`config.mk`:
```
export PLATFORM = sky130hd
export DESIGN_NAME = ysyx_23060332_lsu_flat
export DESIGN_NICKNAME = d
export VERILOG_FILES = /design/src/rtl/ysyx_23060332_lsu_if.sv /design/src/rtl/ysyx_23060332_lsu.sv /design/src/flat_wrapper.sv
export SDC_FILE = /design/constraint.sdc
export NUM_CORES = 1
export LEC_CHECK = 0
export CORE_MARGIN = 2
export CORE_UTILIZATION = 45
export CTS_CLUSTER_DIAMETER = 80
export DETAILED_ROUTE_END_ITERATION = 10
export PLACE_DENSITY = 0.85
export SYNTH_ARGS = -nofsm -noshare
export SYNTH_HDL_FRONTEND = slang
export SYNTH_SLANG_ARGS = --single-unit
```
`constraint.sdc`:
```
create_clock -name clk -period 4.15 [get_ports clk]
set_input_delay 0.83 -clock clk [delete_from_list [all_inputs] [get_ports clk]]
set_output_delay 0.83 -clock clk [all_outputs]
set_load 0.1 [all_outputs]
```
`src/rtl/ysyx_23060332_lsu_if.sv`:
```
// Memory request/response bus between the LSU (master) and the memory system (slave).
interface ysyx_23060332_lsu_if;
    logic        bus_req_valid;
    logic        bus_req_ready;
    logic        bus_we;
    logic [31:0] bus_addr;
    logic [31:0] bus_wdata;
    logic [3:0]  bus_wstrb;
    logic        bus_resp_valid;
    logic [31:0] bus_rdata;

    modport master (
        output bus_req_valid, bus_we, bus_addr, bus_wdata, bus_wstrb,
        input  bus_req_ready, bus_resp_valid, bus_rdata
    );

    modport slave (
        input  bus_req_valid, bus_we, bus_addr, bus_wdata, bus_wstrb,
        output bus_req_ready, bus_resp_valid, bus_rdata
    );
endinterface

```
`src/rtl/ysyx_23060332_lsu.sv`:
```
// Load/store stage: one EXU result per transaction, variable-latency memory bus, write-back handshake.
// Optional misaligned-access detection is enabled by defining LSU_MISALIGN_CHK_EN.
module ysyx_23060332_lsu #(
    parameter int unsigned TIMEOUT_CYCLES = 256
) (
    input  logic        clk,
    input  logic        rst,
    input  logic        in_valid,
    output logic        in_ready,
    input  logic        mem_ren_i,
    input  logic        mem_wen_i,
    input  logic [31:0] addr_i,
    input  logic [31:0] st_data_i,
    input  logic [7:0]  wmask_i,
    input  logic [2:0]  func3_i,
    input  logic [31:0] alu_i,
    input  logic [4:0]  waddr_i,
    input  logic        reg_wen_i,
    output logic        out_valid,
    input  logic        out_ready,
    output logic [4:0]  waddr_o,
    output logic        reg_wen_o,
    output logic [31:0] wdata_o,
    output logic        bus_err_o,
    output logic        misalign_o,
    ysyx_23060332_lsu_if.master bus
);
    localparam int unsigned CNT_W = (TIMEOUT_CYCLES > 1) ? $clog2(TIMEOUT_CYCLES) : 1;
    localparam logic [CNT_W-1:0] CNT_LAST = CNT_W'(TIMEOUT_CYCLES - 1);

    typedef enum logic [1:0] {IDLE, REQ, RESP, OUT} state_t;

    state_t          state;
    logic [CNT_W-1:0] cnt;
    logic [4:0]      r_waddr;
    logic            r_reg_wen;
    logic            r_load;
    logic [2:0]      r_func3;
    logic [1:0]      r_addr_lo;
    logic            mis_c;
    logic [31:0]     shifted_c;
    logic [31:0]     ld_data_c;
    logic            unused_c;

    assign unused_c = &{1'b0, wmask_i[7:4]};

`ifdef LSU_MISALIGN_CHK_EN
    // Half/word alignment judged from either the load width or the store mask.
    assign mis_c = (mem_ren_i | mem_wen_i) &&
                   (((func3_i[1:0] == 2'b01 || wmask_i == 8'h03) && addr_i[0]) ||
                    ((func3_i[1:0] == 2'b10 || wmask_i == 8'h0F) && addr_i[1:0] != 2'b00));
`else
    assign mis_c = 1'b0;
`endif

    // Load data formatting from the captured byte offset and width.
    always_comb begin
        shifted_c = bus.bus_rdata >> {r_addr_lo, 3'b000};
        ld_data_c = shifted_c;
        case (r_func3)
            3'b000:  ld_data_c = {{24{shifted_c[7]}}, shifted_c[7:0]};
            3'b001:  ld_data_c = {{16{shifted_c[15]}}, shifted_c[15:0]};
            3'b100:  ld_data_c = {24'h0, shifted_c[7:0]};
            3'b101:  ld_data_c = {16'h0, shifted_c[15:0]};
            default: ld_data_c = shifted_c;
        endcase
    end

    always_ff @(posedge clk) begin
        if (rst) begin
            state             <= IDLE;
            cnt               <= '0;
            in_ready          <= 1'b1;
            out_valid         <= 1'b0;
            waddr_o           <= '0;
            reg_wen_o         <= 1'b0;
            wdata_o           <= '0;
            bus_err_o         <= 1'b0;
            misalign_o        <= 1'b0;
            bus.bus_req_valid <= 1'b0;
            bus.bus_we        <= 1'b0;
            bus.bus_addr      <= '0;
            bus.bus_wdata     <= '0;
            bus.bus_wstrb     <= '0;
            r_waddr           <= '0;
            r_reg_wen         <= 1'b0;
            r_load            <= 1'b0;
            r_func3           <= '0;
            r_addr_lo         <= '0;
        end else begin
            case (state)
                IDLE: if (in_valid) begin
                    in_ready      <= 1'b0;
                    r_waddr       <= waddr_i;
                    r_reg_wen     <= reg_wen_i;
                    r_load        <= mem_ren_i & ~mem_wen_i;
                    r_func3       <= func3_i;
                    r_addr_lo     <= addr_i[1:0];
                    bus.bus_we    <= mem_wen_i;
                    bus.bus_addr  <= {addr_i[31:2], 2'b00};
                    bus.bus_wdata <= st_data_i << {addr_i[1:0], 3'b000};
                    bus.bus_wstrb <= 4'(wmask_i[3:0] << addr_i[1:0]);
                    if (mis_c) begin
                        state      <= OUT;
                        out_valid  <= 1'b1;
                        misalign_o <= 1'b1;
                        reg_wen_o  <= 1'b0;
                        waddr_o    <= waddr_i;
                        wdata_o    <= '0;
                    end else if (!mem_ren_i && !mem_wen_i) begin
                        state     <= OUT;
                        out_valid <= 1'b1;
                        reg_wen_o <= reg_wen_i;
                        waddr_o   <= waddr_i;
                        wdata_o   <= alu_i;
                    end else begin
                        state             <= REQ;
                        bus.bus_req_valid <= 1'b1;
                    end
                end
                REQ: if (bus.bus_req_ready) begin
                    state             <= RESP;
                    bus.bus_req_valid <= 1'b0;
                    cnt               <= '0;
                end
                RESP: begin
                    if (bus.bus_resp_valid) begin
                        state     <= OUT;
                        out_valid <= 1'b1;
                        reg_wen_o <= r_reg_wen;
                        waddr_o   <= r_waddr;
                        wdata_o   <= r_load ? ld_data_c : 32'h0;
                    end else if (TIMEOUT_CYCLES != 0 && cnt == CNT_LAST) begin
                        state     <= OUT;
                        out_valid <= 1'b1;
                        bus_err_o <= 1'b1;
                        reg_wen_o <= 1'b0;
                        waddr_o   <= r_waddr;
                        wdata_o   <= '0;
                    end else begin
                        cnt <= cnt + CNT_W'(1);
                    end
                end
                OUT: if (out_ready) begin
                    state      <= IDLE;
                    out_valid  <= 1'b0;
                    in_ready   <= 1'b1;
                    bus_err_o  <= 1'b0;
                    misalign_o <= 1'b0;
                end
                default: state <= IDLE;
            endcase
        end
    end
endmodule

```
`src/flat_wrapper.sv`:
```
// flat-port wrapper written by rule: the top's interface ports become plain ports
module ysyx_23060332_lsu_flat 
#(
    parameter int unsigned TIMEOUT_CYCLES = 256
)
  (clk, rst, in_valid, in_ready, mem_ren_i, mem_wen_i, addr_i, st_data_i, wmask_i, func3_i, alu_i, waddr_i, reg_wen_i, out_valid, out_ready, waddr_o, reg_wen_o, wdata_o, bus_err_o, misalign_o, bus_bus_req_valid, bus_bus_we, bus_bus_addr, bus_bus_wdata, bus_bus_wstrb, bus_bus_req_ready, bus_bus_resp_valid, bus_bus_rdata);
  ysyx_23060332_lsu_if bus_i ();
  input  logic clk;
  input  logic rst;
  input  logic in_valid;
  output logic in_ready;
  input  logic mem_ren_i;
  input  logic mem_wen_i;
  input  logic [31:0] addr_i;
  input  logic [31:0] st_data_i;
  input  logic [7:0] wmask_i;
  input  logic [2:0] func3_i;
  input  logic [31:0] alu_i;
  input  logic [4:0] waddr_i;
  input  logic reg_wen_i;
  output logic out_valid;
  input  logic out_ready;
  output logic [4:0] waddr_o;
  output logic reg_wen_o;
  output logic [31:0] wdata_o;
  output logic bus_err_o;
  output logic misalign_o;
  output wire logic [$bits(bus_i.bus_req_valid)-1:0] bus_bus_req_valid;
  output wire logic [$bits(bus_i.bus_we)-1:0] bus_bus_we;
  output wire logic [$bits(bus_i.bus_addr)-1:0] bus_bus_addr;
  output wire logic [$bits(bus_i.bus_wdata)-1:0] bus_bus_wdata;
  output wire logic [$bits(bus_i.bus_wstrb)-1:0] bus_bus_wstrb;
  input wire logic [$bits(bus_i.bus_req_ready)-1:0] bus_bus_req_ready;
  input wire logic [$bits(bus_i.bus_resp_valid)-1:0] bus_bus_resp_valid;
  input wire logic [$bits(bus_i.bus_rdata)-1:0] bus_bus_rdata;
  assign bus_bus_req_valid = bus_i.bus_req_valid;
  assign bus_bus_we = bus_i.bus_we;
  assign bus_bus_addr = bus_i.bus_addr;
  assign bus_bus_wdata = bus_i.bus_wdata;
  assign bus_bus_wstrb = bus_i.bus_wstrb;
  assign bus_i.bus_req_ready = bus_bus_req_ready;
  assign bus_i.bus_resp_valid = bus_bus_resp_valid;
  assign bus_i.bus_rdata = bus_bus_rdata;
  ysyx_23060332_lsu #(.TIMEOUT_CYCLES(TIMEOUT_CYCLES)) u_core (.clk(clk), .rst(rst), .in_valid(in_valid), .in_ready(in_ready), .mem_ren_i(mem_ren_i), .mem_wen_i(mem_wen_i), .addr_i(addr_i), .st_data_i(st_data_i), .wmask_i(wmask_i), .func3_i(func3_i), .alu_i(alu_i), .waddr_i(waddr_i), .reg_wen_i(reg_wen_i), .out_valid(out_valid), .out_ready(out_ready), .waddr_o(waddr_o), .reg_wen_o(reg_wen_o), .wdata_o(wdata_o), .bus_err_o(bus_err_o), .misalign_o(misalign_o), .bus(bus_i));
endmodule
```
==> results_tabular.tex <==
\begin{tabular}{lr}
\hline
Metric & Value \\
\hline
\multicolumn{2}{l}{\textbf{Worst hold path}} \\
Hold worst-path end & u\_core.bus.bus\_addr[13] \\
Worst hold stages & 2 \\
Launch instance of the worst min-delay path & u\_core.bus.bus\_addr[13] \\
Min-delay worst type & flip-flop to flip-flop \\
\multicolumn{2}{l}{\textbf{Floorplan}} \\
Top-Level Pins & 265 \\
Die height & 123.9 um \\
Floorplan row count & 43 \\
Die Area & between 0.015 and 0.02 mm\^{}2 \\
Area of the placeable core & approximately 0.014 mm\^{}2 \\
Chip width & roughly 120 um \\
Initial cell density of the core & 46.26\% \\
\multicolumn{2}{l}{\textbf{Clock tree}} \\
Latest clock arrival within the worst-skew pair & 0.42 ns \\
CTS Buffer Depth & 2 \\
Number of setup buffers added after CTS & 0 \\
Clock slew seen by the registers of the worst setup and hold paths & 0.06 ns \\
CTS tree & done \\
Hold Buf Count CTS & 0 \\
CTS Root Buffer Type & sky130\_fd\_sc\_hd\_\_clkbuf\_16 \\
Post-CTS Resized & 0 \\
H-Tree Depth & 4 \\
Clock net sink count & approximately 130 \\
Number of CTS-inserted buffers & 17 \\
\multicolumn{2}{l}{\textbf{Synthesis}} \\
Post-synthesis share of cell area spent on full adders, half adders and majority gates & 1.160\% \\
Syn. warnings & 0 \\
Fraction of post-synthesis cell area in the top cell type by area & 40.53\% \\
Synthesized-area fraction occupied by xor and xnor cells & 0\% \\
Async S/R FF share, synth & 0\% \\
Number of enable flip-flop cells after synthesis & 0 \\
Synth unique cells & 54 \\
Compound-Gate Fraction of Synth Area & 24.50\% \\
Proportion of synthesized area in mux cells & under 10\% \\
Mean Syn Cell Area & 8.526 um\^{}2 \\
Most used DFF post-synth & sky130\_fd\_sc\_hd\_\_dfxtp\_1 \\
Dominant cells by area after synthesis & sky130\_fd\_sc\_hd\_\_dfxtp\_1 (41\%), sky130\_fd\_sc\_hd\_\_a21oi\_1 (7.7\%), sky130\_fd\_sc\_hd\_\_nand2\_1 (7.7\%), sky130\_fd\_sc\_hd\_\_mux2i\_1 (5.9\%), sky130\_fd\_sc\_hd\_\_a211oi\_1 (3.7\%) \\
Synthesized-area fraction occupied by and/or/nand/nor cells & 18.06\% \\
Total of flip-flops plus latches after synthesis & 131 \\
Sequential cell area fraction in the yosys report & about two fifths \\
Main combinational cell family by area after synthesis & compound AO/OA/AOI/OAI gates \\
Synthesized area & 0.006471 mm\^{}2 \\
Library cell with the largest summed area after synthesis & sky130\_fd\_sc\_hd\_\_dfxtp\_1 \\
Instance count of the mapped netlist & 759 \\
\multicolumn{2}{l}{\textbf{Setup path}} \\
WS Path Type & flip-flop to primary output \\
Crit path launch type & flip-flop \\
CP top delay family & buffers and inverters \\
Worst Path Max Fanout & 3 \\
Peak per-stage delay on the critical path & roughly 1.2 ns \\
Data arrival time at the worst-slack endpoint & 1.96 ns \\
Worst R2R End & u\_core.wdata\_o[1] \\
Cell chain of the critical path & clkdlybuf4s50\_1 \\
Register-to-register setup slack & around 1.5 ns \\
Combined buffer and inverter count along the critical path & 1 \\
Critical R2R Launch & u\_core.state[0] \\
Required time at the worst-slack endpoint & $\sim$3.3 ns \\
Slowest stage cell on the critical path & sky130\_fd\_sc\_hd\_\_clkdlybuf4s50\_1 \\
Cell depth of the worst flop-to-flop path & 7 \\
Setup crit end kind & primary output \\
\multicolumn{2}{l}{\textbf{STA}} \\
Final worst-path cycle share & 67.14\% \\
Final hold violation count & 0 \\
Headroom to the max-slew limit & 29.61\% \\
Largest clock skew in the final design & 0.005533 ns \\
Worst hold margin & 0.4503 ns \\
Crit path setup slack, layout & 1.364 ns \\
Tmin final & 2.786 ns \\
Unrepaired setup endpoints after global routing & false \\
Number of max-slew violations in the final report & 0 \\
Slew of the pin with the lowest slew margin & 1.053 ns \\
Final setup vio count & 0 \\
Summed negative setup slack over all endpoints & 0 ns \\
Maximum clock frequency & about 360 MHz \\
\multicolumn{2}{l}{\textbf{Global routing}} \\
Remaining global-route overflow & 0 \\
Initial antenna violation count & 0 \\
Via count of the first global-routing pass & 6388 \\
Total Routing Usage GR & 28.69\% \\
Wire length of the first global-routing pass & 33.78 mm \\
Maximum number of pins on one net before global-route repair & 71 \\
\multicolumn{2}{l}{\textbf{Cells and area}} \\
Number of nets at the end of the flow & 1135 \\
Synth-to-Final Area Change & 49.48\% \\
Ant diodes & 0 \\
Share of post-route cells with drive strength above 1 & 7.996\% \\
\multicolumn{2}{l}{\textbf{Routing}} \\
Wirelength, routed & 22.29 mm \\
Post-route antenna net violation count & 0 \\
Via total after detailed routing & 6761 \\
DRT Pass-1 Iters & 8 \\
Post-detailed-route wirelength per cell & 19.09 um \\
Drt first-iter violations & approximately 500 \\
Post-route DRC violation count & 0 \\
Vias/cell & 5.789 \\
\multicolumn{2}{l}{\textbf{Place}} \\
Number of input and output port buffers inserted & $\sim$260 \\
Final HPWL from detailed placement & $\sim$15 mm \\
Post-Place Worst Slack & about 1.1 ns \\
Placer's final routability congestion estimate & 0.8404 \\
\multicolumn{2}{l}{\textbf{Power and ir drop}} \\
Power per Cell Area & 691.7 mW/mm\^{}2 \\
Total design power & 6.691 mW \\
VDD IR-drop max & 0.0005458 V \\
Leak Pwr & approximately 3.4 nW \\
\multicolumn{2}{l}{\textbf{Outcome}} \\
Status & completed \\
\multicolumn{2}{l}{\textbf{Flow run}} \\
Count of max-cap constraint violations & 0 \\
\hline
\end{tabular}
-- registers in the layout, indices dropped and copies added, names as in the netlist --
register	cells
u_core.bus.bus_wdata	32
u_core.wdata_o	32
u_core.bus.bus_addr	30
u_core.cnt	8
u_core.r_waddr	5
u_core.waddr_o	5
u_core.bus.bus_wstrb	4
u_core.r_func3	3
u_core.r_addr_lo	2
u_core.state	2
u_core.bus.bus_req_valid	1
u_core.bus.bus_we	1
u_core.bus_err_o	1
u_core.in_ready	1
u_core.out_valid	1
u_core.r_load	1
u_core.r_reg_wen	1
u_core.reg_wen_o	1
-- synthesized netlist by cell type, types with 2 or more instances --
library cell	n
sky130_fd_sc_hd__a2111oi_0	15
sky130_fd_sc_hd__a211o_1	7
sky130_fd_sc_hd__a211oi_1	32
sky130_fd_sc_hd__a21o_1	2
sky130_fd_sc_hd__a21oi_1	100
sky130_fd_sc_hd__a222oi_1	9
sky130_fd_sc_hd__a22oi_1	19
sky130_fd_sc_hd__a311oi_1	10
sky130_fd_sc_hd__a31oi_1	3
sky130_fd_sc_hd__a32oi_1	7
sky130_fd_sc_hd__and3_1	4
sky130_fd_sc_hd__buf_2	23
sky130_fd_sc_hd__buf_4	11
sky130_fd_sc_hd__clkbuf_1	32
sky130_fd_sc_hd__clkbuf_2	3
sky130_fd_sc_hd__dfxtp_1	131
sky130_fd_sc_hd__ha_1	6
sky130_fd_sc_hd__inv_1	5
sky130_fd_sc_hd__inv_2	2
sky130_fd_sc_hd__mux2_2	20
sky130_fd_sc_hd__mux2i_1	38
sky130_fd_sc_hd__nand2_1	133
sky130_fd_sc_hd__nand2b_1	11
sky130_fd_sc_hd__nand3_1	17
sky130_fd_sc_hd__nand3b_1	9
sky130_fd_sc_hd__nand4_1	2
sky130_fd_sc_hd__nor2_1	34
sky130_fd_sc_hd__nor2b_1	17
sky130_fd_sc_hd__nor3_1	9
sky130_fd_sc_hd__nor3_2	4
sky130_fd_sc_hd__o211ai_1	20
sky130_fd_sc_hd__o21ai_0	2
-- area by class of cell --
class | instances | area [um^2]
Clock buffer | 19 | 442.9
Tap cell | 180 | 225.2
Timing Repair Buffer | 267 | 2658
Clock inverter | 12 | 205.2
Inverter | 7 | 26.28
Sequential cell | 131 | 2623
Multi-Input combinational cell | 552 | 3493
Fill cell | 1098 | 4315
-- how the worst max path moves through the flow --
stage	from	endpoint	slack (ns)	cells past startpoint
6_report	u_core.bus.bus_req_valid	bus_bus_req_valid	1.36	1
3_3_place_gp	in_valid	u_core.wdata_o[6]	1.12	6
4_1_cts	u_core.bus.bus_wdata[28]	bus_bus_wdata[28]	1.35	1
2_1_floorplan	addr_i[0]	u_core.bus.bus_wdata[16]	2.17	4
3_5_place_dp	in_valid	u_core.reg_wen_o	1.06	6
5_1_grt	in_valid	u_core.wdata_o[1]	1.29	6
-- through the flow --
step | utilization [%] | cells | area, um^2
floorplan | - | 761 | 6479
global placement | 64.52 | 1137 | 9025
detailed placement | 64.52 | 1137 | 9025
CTS | 69.15 | 1168 | 9673
global route | 69.15 | 1168 | 9673
finish | 69.15 | 1168 | 9673
-- metal layers --
| layer | GRT usage [%] | routed length (um) | up-vias |
|---|---|---|---|
| met2 | 47.94 | 10740 | 327 |
| li1 | - | - | 3201 |
| met3 | 11.72 | 2299 | 56 |
| met5 | 0 | 0 | - |
| met4 | 10.88 | 706 | 0 |
| met1 | 32.88 | 8542 | 3177 |
-- report_power, final --
part           internal [mW]  switching, mW
Clock                   1.08          0.568
Sequential              1.50          0.147
Combinational          0.897           2.49
-- cell families (layout without fill, tap and decap cells) --
| group | Yosys count | count (layout) |
|---|---|---|
| adders and majority gates | 6 | 6 |
| buffers and inverters | 78 | 305 |
| AOI/OAI and AO/OA | 233 | 233 |
| and+or+nand+nor | 250 | 250 |
| other | 1 | 3 |
| muxes | 60 | 60 |
| DFF | 131 | 131 |
-- placed cells by master (no fill, tap or decap), types with 2 or more instances in the layout --
cell type,n
sky130_fd_sc_hd__a2111oi_0,15
sky130_fd_sc_hd__a211o_1,7
sky130_fd_sc_hd__a211oi_1,32
sky130_fd_sc_hd__a21o_1,2
sky130_fd_sc_hd__a21oi_1,100
sky130_fd_sc_hd__a222oi_1,9
sky130_fd_sc_hd__a22oi_1,19
sky130_fd_sc_hd__a311oi_1,10
sky130_fd_sc_hd__a31oi_1,3
sky130_fd_sc_hd__a32oi_1,7
sky130_fd_sc_hd__and3_1,4
sky130_fd_sc_hd__buf_4,10
sky130_fd_sc_hd__bufinv_16,5
sky130_fd_sc_hd__clkbuf_16,17
sky130_fd_sc_hd__clkdlybuf4s50_1,256
sky130_fd_sc_hd__clkinvlp_4,5
sky130_fd_sc_hd__conb_1,3
sky130_fd_sc_hd__dfxtp_1,131
sky130_fd_sc_hd__ha_1,6
sky130_fd_sc_hd__inv_1,5
sky130_fd_sc_hd__inv_2,2
sky130_fd_sc_hd__mux2_2,20
sky130_fd_sc_hd__mux2i_1,38
sky130_fd_sc_hd__nand2_1,132
sky130_fd_sc_hd__nand2b_1,11
sky130_fd_sc_hd__nand3_1,17
sky130_fd_sc_hd__nand3b_1,9
sky130_fd_sc_hd__nand4_1,2
sky130_fd_sc_hd__nor2_1,34
sky130_fd_sc_hd__nor2b_1,17
sky130_fd_sc_hd__nor3_1,9
sky130_fd_sc_hd__nor3_2,4
sky130_fd_sc_hd__o211ai_1,20
sky130_fd_sc_hd__o21ai_0,2
(Power assumes the default switching activity.)
